==> config.mk <==
export PLATFORM = sky130hd
export DESIGN_NAME = alu_sequencer_flat
export DESIGN_NICKNAME = d
export VERILOG_FILES = /design/src/rtl/alu_pkg.sv /design/src/rtl/alu_sequencer_if.sv /design/src/rtl/alu_sequencer.sv /design/src/flat_wrapper.sv
export SDC_FILE = /design/constraint.sdc
export NUM_CORES = 1
export LEC_CHECK = 0
export CAP_MARGIN = 10
export CORE_MARGIN = 1
export CORE_UTILIZATION = 50
export CTS_BUF_LIST = sky130_fd_sc_hd__clkbuf_4 sky130_fd_sc_hd__clkbuf_8
export DETAILED_ROUTE_END_ITERATION = 6
export DONT_BUFFER_PORTS = 1
export GPL_ROUTABILITY_DRIVEN = 0
export SLEW_MARGIN = 30
export SYNTH_ARGS = -nofsm -noshare
export SYNTH_HDL_FRONTEND = slang
export SYNTH_SLANG_ARGS = --single-unit
==> constraint.sdc <==
create_clock -name clk -period 3.2 [get_ports clk]
set_input_delay 0.48 -clock clk [delete_from_list [all_inputs] [get_ports clk]]
set_output_delay 0.48 -clock clk [all_outputs]
set_load 0.05 [all_outputs]
==> src/rtl/alu_pkg.sv <==
// Shared types and constants for the 74181-style ALU and its command sequencer.
package alu_pkg;

  localparam int unsigned ALU_W = 16;

  localparam logic MODE_LOGIC = 1'b1;
  localparam logic MODE_ARITH = 1'b0;

  localparam logic [3:0] SEL_ADD = 4'b1001;
  localparam logic [3:0] SEL_XOR = 4'b0110;

  typedef enum logic [1:0] {
    IDLE = 2'd0,
    LOW  = 2'd1,
    HIGH = 2'd2,
    DONE = 2'd3
  } seq_state_t;

  // Control fields of a command, latched at accept.
  typedef struct packed {
    logic       mode;
    logic [3:0] select;
    logic       cin;
    logic       wide;
  } cmd_ctl_t;

endpackage

==> src/rtl/alu_sequencer_if.sv <==
// Command, response and ALU-drive signals of the sequencer, grouped for port hookup.
interface alu_sequencer_if #(
  parameter int unsigned WIDTH = alu_pkg::ALU_W
);

  logic                 cmd_valid;
  logic                 cmd_ready;
  logic                 cmd_mode;
  logic [3:0]           cmd_select;
  logic                 cmd_cin;
  logic                 cmd_wide;
  logic [2*WIDTH-1:0]   cmd_a;
  logic [2*WIDTH-1:0]   cmd_b;

  logic [WIDTH-1:0]     alu_a;
  logic [WIDTH-1:0]     alu_b;
  logic [3:0]           alu_select;
  logic                 alu_mode;
  logic                 alu_carry_in;
  logic [WIDTH-1:0]     alu_out;
  logic                 alu_carry_out;
  logic                 alu_compare;

  logic                 rsp_valid;
  logic                 rsp_ready;
  logic [2*WIDTH-1:0]   rsp_data;
  logic                 rsp_carry;
  logic                 rsp_equal;

  // Sequencer side.
  modport slave (
    input  cmd_valid, cmd_mode, cmd_select, cmd_cin, cmd_wide, cmd_a, cmd_b,
    output cmd_ready,
    output alu_a, alu_b, alu_select, alu_mode, alu_carry_in,
    input  alu_out, alu_carry_out, alu_compare,
    output rsp_valid, rsp_data, rsp_carry, rsp_equal,
    input  rsp_ready
  );

  // Environment side: issues commands, consumes responses, hosts the ALU.
  modport master (
    output cmd_valid, cmd_mode, cmd_select, cmd_cin, cmd_wide, cmd_a, cmd_b,
    input  cmd_ready,
    input  alu_a, alu_b, alu_select, alu_mode, alu_carry_in,
    output alu_out, alu_carry_out, alu_compare,
    input  rsp_valid, rsp_data, rsp_carry, rsp_equal,
    output rsp_ready
  );

endinterface

==> src/rtl/alu_sequencer.sv <==
// Drives a WIDTH-bit ALU from valid/ready commands; wide commands run two chained passes.
module alu_sequencer
  import alu_pkg::*;
#(
  parameter int unsigned WIDTH = ALU_W
) (
  input  logic          clk,
  input  logic          rst_n,
  alu_sequencer_if.slave bus
);

  localparam int unsigned DW = 2 * WIDTH;

  seq_state_t       state_q;
  seq_state_t       state_d;
  cmd_ctl_t         ctl_q;
  logic [DW-1:0]    a_q;
  logic [DW-1:0]    b_q;
  logic [DW-1:0]    result_q;
  logic             carry_q;
  logic             eq_q;
  logic             cmd_ready_q;
  logic             rsp_valid_q;
  logic             accept_c;

  logic [WIDTH-1:0] alu_a_c;
  logic [WIDTH-1:0] alu_b_c;
  logic [3:0]       alu_select_c;
  logic             alu_mode_c;
  logic             alu_carry_in_c;

  always_ff @(posedge clk or negedge rst_n) begin
    if (!rst_n) state_q <= IDLE;
    else        state_q <= state_d;
  end

  // Next state and ALU drive; idle values unless a pass is running.
  always_comb begin
    state_d        = state_q;
    accept_c       = 1'b0;
    alu_a_c        = '0;
    alu_b_c        = '0;
    alu_select_c   = 4'd0;
    alu_mode_c     = MODE_LOGIC;
    alu_carry_in_c = 1'b0;
    case (state_q)
      IDLE: begin
        if (bus.cmd_valid && cmd_ready_q) begin
          accept_c = 1'b1;
          state_d  = LOW;
        end
      end
      LOW: begin
        alu_a_c        = a_q[WIDTH-1:0];
        alu_b_c        = b_q[WIDTH-1:0];
        alu_select_c   = ctl_q.select;
        alu_mode_c     = ctl_q.mode;
        alu_carry_in_c = ctl_q.cin;
        state_d        = ctl_q.wide ? HIGH : DONE;
      end
      HIGH: begin
        alu_a_c        = a_q[DW-1:WIDTH];
        alu_b_c        = b_q[DW-1:WIDTH];
        alu_select_c   = ctl_q.select;
        alu_mode_c     = ctl_q.mode;
        // Logic mode has no carry chain, so the command carry is reused.
        alu_carry_in_c = (ctl_q.mode == MODE_ARITH) ? carry_q : ctl_q.cin;
        state_d        = DONE;
      end
      DONE: begin
        if (bus.rsp_ready) state_d = IDLE;
      end
      default: state_d = IDLE;
    endcase
  end

  // Command latch, pass captures and handshake flags.
  always_ff @(posedge clk or negedge rst_n) begin
    if (!rst_n) begin
      ctl_q       <= '0;
      a_q         <= '0;
      b_q         <= '0;
      result_q    <= '0;
      carry_q     <= 1'b0;
      eq_q        <= 1'b0;
      cmd_ready_q <= 1'b1;
      rsp_valid_q <= 1'b0;
    end else begin
      if (accept_c) begin
        ctl_q.mode   <= bus.cmd_mode;
        ctl_q.select <= bus.cmd_select;
        ctl_q.cin    <= bus.cmd_cin;
        ctl_q.wide   <= bus.cmd_wide;
        a_q          <= bus.cmd_a;
        b_q          <= bus.cmd_b;
      end
      if (state_q == LOW) begin
        result_q <= {WIDTH'(0), bus.alu_out};
        carry_q  <= bus.alu_carry_out;
        eq_q     <= bus.alu_compare;
      end else if (state_q == HIGH) begin
        result_q[DW-1:WIDTH] <= bus.alu_out;
        carry_q              <= bus.alu_carry_out;
        eq_q                 <= eq_q & bus.alu_compare;
      end
      cmd_ready_q <= (state_d == IDLE);
      rsp_valid_q <= (state_d == DONE);
    end
  end

  assign bus.cmd_ready    = cmd_ready_q;
  assign bus.rsp_valid    = rsp_valid_q;
  assign bus.rsp_data     = result_q;
  assign bus.rsp_carry    = carry_q;
  assign bus.rsp_equal    = eq_q;
  assign bus.alu_a        = alu_a_c;
  assign bus.alu_b        = alu_b_c;
  assign bus.alu_select   = alu_select_c;
  assign bus.alu_mode     = alu_mode_c;
  assign bus.alu_carry_in = alu_carry_in_c;

endmodule

==> src/flat_wrapper.sv <==
// flat-port wrapper written by rule: the top's interface ports become plain ports
module alu_sequencer_flat import alu_pkg::*;
#(
  parameter int unsigned WIDTH = ALU_W
)
  (clk, rst_n, bus_cmd_valid, bus_cmd_mode, bus_cmd_select, bus_cmd_cin, bus_cmd_wide, bus_cmd_a, bus_cmd_b, bus_cmd_ready, bus_alu_a, bus_alu_b, bus_alu_select, bus_alu_mode, bus_alu_carry_in, bus_alu_out, bus_alu_carry_out, bus_alu_compare, bus_rsp_valid, bus_rsp_data, bus_rsp_carry, bus_rsp_equal, bus_rsp_ready);
  alu_sequencer_if #(.WIDTH(WIDTH)) bus_i ();
  input  logic clk;
  input  logic rst_n;
  input wire logic [$bits(bus_i.cmd_valid)-1:0] bus_cmd_valid;
  input wire logic [$bits(bus_i.cmd_mode)-1:0] bus_cmd_mode;
  input wire logic [$bits(bus_i.cmd_select)-1:0] bus_cmd_select;
  input wire logic [$bits(bus_i.cmd_cin)-1:0] bus_cmd_cin;
  input wire logic [$bits(bus_i.cmd_wide)-1:0] bus_cmd_wide;
  input wire logic [$bits(bus_i.cmd_a)-1:0] bus_cmd_a;
  input wire logic [$bits(bus_i.cmd_b)-1:0] bus_cmd_b;
  output wire logic [$bits(bus_i.cmd_ready)-1:0] bus_cmd_ready;
  output wire logic [$bits(bus_i.alu_a)-1:0] bus_alu_a;
  output wire logic [$bits(bus_i.alu_b)-1:0] bus_alu_b;
  output wire logic [$bits(bus_i.alu_select)-1:0] bus_alu_select;
  output wire logic [$bits(bus_i.alu_mode)-1:0] bus_alu_mode;
  output wire logic [$bits(bus_i.alu_carry_in)-1:0] bus_alu_carry_in;
  input wire logic [$bits(bus_i.alu_out)-1:0] bus_alu_out;
  input wire logic [$bits(bus_i.alu_carry_out)-1:0] bus_alu_carry_out;
  input wire logic [$bits(bus_i.alu_compare)-1:0] bus_alu_compare;
  output wire logic [$bits(bus_i.rsp_valid)-1:0] bus_rsp_valid;
  output wire logic [$bits(bus_i.rsp_data)-1:0] bus_rsp_data;
  output wire logic [$bits(bus_i.rsp_carry)-1:0] bus_rsp_carry;
  output wire logic [$bits(bus_i.rsp_equal)-1:0] bus_rsp_equal;
  input wire logic [$bits(bus_i.rsp_ready)-1:0] bus_rsp_ready;
  assign bus_i.cmd_valid = bus_cmd_valid;
  assign bus_i.cmd_mode = bus_cmd_mode;
  assign bus_i.cmd_select = bus_cmd_select;
  assign bus_i.cmd_cin = bus_cmd_cin;
  assign bus_i.cmd_wide = bus_cmd_wide;
  assign bus_i.cmd_a = bus_cmd_a;
  assign bus_i.cmd_b = bus_cmd_b;
  assign bus_cmd_ready = bus_i.cmd_ready;
  assign bus_alu_a = bus_i.alu_a;
  assign bus_alu_b = bus_i.alu_b;
  assign bus_alu_select = bus_i.alu_select;
  assign bus_alu_mode = bus_i.alu_mode;
  assign bus_alu_carry_in = bus_i.alu_carry_in;
  assign bus_i.alu_out = bus_alu_out;
  assign bus_i.alu_carry_out = bus_alu_carry_out;
  assign bus_i.alu_compare = bus_alu_compare;
  assign bus_rsp_valid = bus_i.rsp_valid;
  assign bus_rsp_data = bus_i.rsp_data;
  assign bus_rsp_carry = bus_i.rsp_carry;
  assign bus_rsp_equal = bus_i.rsp_equal;
  assign bus_i.rsp_ready = bus_rsp_ready;
  alu_sequencer #(.WIDTH(WIDTH)) u_core (.clk(clk), .rst_n(rst_n), .bus(bus_i));
endmodule
==> impl_metrics.yaml <==
sta:
  setup_tns_ns: 0
  grt_setup_unrepaired: "no"
  hold_violations: 0
  slew_headroom: 0.635
  final.setup.worst_slack_ns: 0.423
  final_max_slew_viol_count: 0
  worst_pin_slew_ns: 0.547
  max_freq_mhz: 360
  setup-violations-final: 0
  skew_ns: 0.0111
  fin_crit_sh: 0.868
  fin_crit_ns: 2.78
setup_path:
  cp_max_fo: 25
  crit_path_end_kind: "primary output"
  worstPathArrival_ns: 2.30
  critPathLaunchType: "flip-flop"
  reg2reg_from: "u_core.bus.cmd_ready"
  crit_required_ns: 2.72
  startpoint: "u_core.state_q[1]"
  crit_type: "reg -> out"
  r2r_slack_ns: 1.27
power_and_ir_drop:
  total_power_uw: 6830
  power.density_mw_per_mm2: 1230
  leakagePower_uw: 0.00256
  vdd_drop_max_mv: 0.552
synthesis:
  synthTopCellsByArea: "dfrtp_1, mux2_2, a22o_1"
  synth_area_mm2: 0.00456
  yosys.area.top_type: "dfrtp_1"
  synth.distinct_cells: 27
  syn_avg_cell_area_um2: 13.7
  synth_warnings: 0
  ys_ff_latch: 109
  netlist.area_leader.share: 0.593
  syn_inst: 333
  ys_seq_area_frac: 0.599
  syn_nets: 431
cts:
  clockBufferDepth: 2
  root_buffer: "clkbuf_8"
  cts_tree: "built"
  cts_sinks: 109
  hold_buffers: 1
  cts_setup_buffers: 0
  clk_latency_ns: 0.36
  cts_buffers: 9
  clkTransAtPathRegs_ns: 0.10
  cts.htree.levels: 3
  post_cts_resize_count: 0
run_status:
  status: "completed"
floorplanning:
  core_area_mm2: 0.00876
  dieWidth_um: 97.5
  rows: 34
  ios: 167
  die_y_um: 97.5
  initial_utilization: 0.520
  dieArea_mm2: 0.00950
layout:
  drive_gt1_frac: 0.374
  layout.nets: 462
  regArea_mm2: 0.00273
  areaGrowthSynthToFinish_pct: 21.4
  multi_input_area_mm2: 0.00166
  filler_cell_count: 648
global_route:
  grt_pass1_wl_mm: 14.6
  grt_pass1_vias: 2862
  track_usage: 0.195
  grt_max_degree: 110
  grt_antenna_before_repair: 2
  grt-ovfl-total: 0
drt:
  route.detailed.drc: 0
  viasPerCell: 5.55
  firstDrtPassIters: 4
  wl_per_cell_um: 18.6
  drt_wl_total_mm: 8.91
  drt_iter0_markers: 70
  vias: 2660
  ant_nets: 0
flow_run:
  maxCapViolCount: 0
worst_hold_path:
  hp-class: "in -> async"
placement:
  place_ws_ns: 0.759
  port_buffers: 0
  hpwlAfterDp_mm: 6.20
-- cell type report --
| class | instances | share of cell area |
|---|---|---|
| Sequential cell | 109 | 0.493 |
| Multi-Input combinational cell | 183 | 0.299 |
| Timing Repair Buffer | 41 | 0.134 |
| Clock buffer | 12 | 0.0298 |
| Tap cell | 108 | 0.0244 |
| Inverter | 20 | 0.0136 |
| Clock inverter | 4 | 0.00542 |
| Antenna cell | 2 | 0.000904 |
-- layout by cell type, fill, tap and decap left out, types with 5 or more instances in the layout --
master	instances
buf_12	33
inv_1	20
a22o_1	33
ha_1	5
o21ai_0	14
clkbuf_8	12
buf_4	7
mux2_1	10
nand2_1	18
and2_1	6
mux2_2	78
dfrtp_1	108
-- synthesized netlist by cell type --
cell      count
clkbuf_1      2
dfstp_2       1
dfrtp_1     108
a31o_2        1
a311o_1       1
and3b_1       1
and2b_1       1
a22o_1       33
ha_1          5
mux2_2       78
nand3b_1      1
a21oi_1       2
mux2_1       10
nand3_1       1
o21ba_1       1
o21ai_1       3
buf_2        17
inv_1        20
nor2_1        2
and2_1        6
nand2_1      18
buf_4         1
a21boi_1      1
nand2b_1      3
nor4bb_1      1
o21ai_0      14
buf_6         1
-- cells by family after synthesis --
logic type	count (synthesis)	share of synthesized area
and+or+nand+nor	34	0.0373
AOI/OAI and AO/OA	56	0.0922
DFF	109	0.599
adders and majority gates	5	0.0137
buffers and inverters	41	0.0409
muxes	88	0.217
-- worst max-delay path, stage by stage, from the launching register on --
cell	delay [ns]
dfrtp_1	0.41
inv_1	0.10
ha_1	0.29
buf_4	0.26
and2_1	0.19
buf_4	0.28
a21oi_1	0.07
o21ai_1	0.13
buf_4	0.21
-- registers in the layout (all words and copies together), names as in the netlist --
signal / flops
u_core.a_q: 32
u_core.b_q: 32
u_core.bus.cmd_ready: 1
u_core.bus.rsp_carry: 1
u_core.bus.rsp_data: 32
u_core.bus.rsp_equal: 1
u_core.bus.rsp_valid: 1
u_core.ctl_q: 7
u_core.state_q: 2
-- power breakdown --
| part | total (uW) | switching [uW] | internal [uW] | leakage (uW) |
|---|---|---|---|---|
| logic | 2980 | 1610 | 1370 | 0.00109 |
| clock network | 793 | 442 | 350 | 0.0000990 |
| registers | 3060 | 1090 | 1970 | 0.00137 |
| total | 6830 | 3140 | 3690 | 0.00256 |
-- metal layers --
layer / up-vias / global-route usage / share of wire
li1: 1223 / - / -
met1: 1321 / 0.230 / 0.39
met2: 105 / 0.313 / 0.49
met3: 11 / 0.0928 / 0.11
met4: 0 / 0.0656 / 0.015
met5: - / 0 / 0
-- through the flow --
stage,util,instance area (um^2),hold slack [ns],std cells
2_1_floorplan,-,4560,0.184,333
3_3_place_gp,0.604,5290,0.186,459
3_5_place_dp,0.604,5290,0.186,459
4_1_cts,0.629,5510,0.0647,476
5_1_grt,0.632,5540,0.0752,479
6_report,0.632,5540,0.0289,479
-- path summary, 6_finish.rpt --
kind | endpoint | cells past startpoint
max | bus_alu_carry_in | 8
min | u_core.bus.rsp_data[27] | 1
max reg2reg | u_core.b_q[28] | 3
min reg2reg | u_core.ctl_q[4] | 1
max in group asynchronous | u_core.bus.rsp_data[21] | 1
min in group clk | u_core.bus.rsp_data[28] | 2
Power figures use the tool's default switching activity.
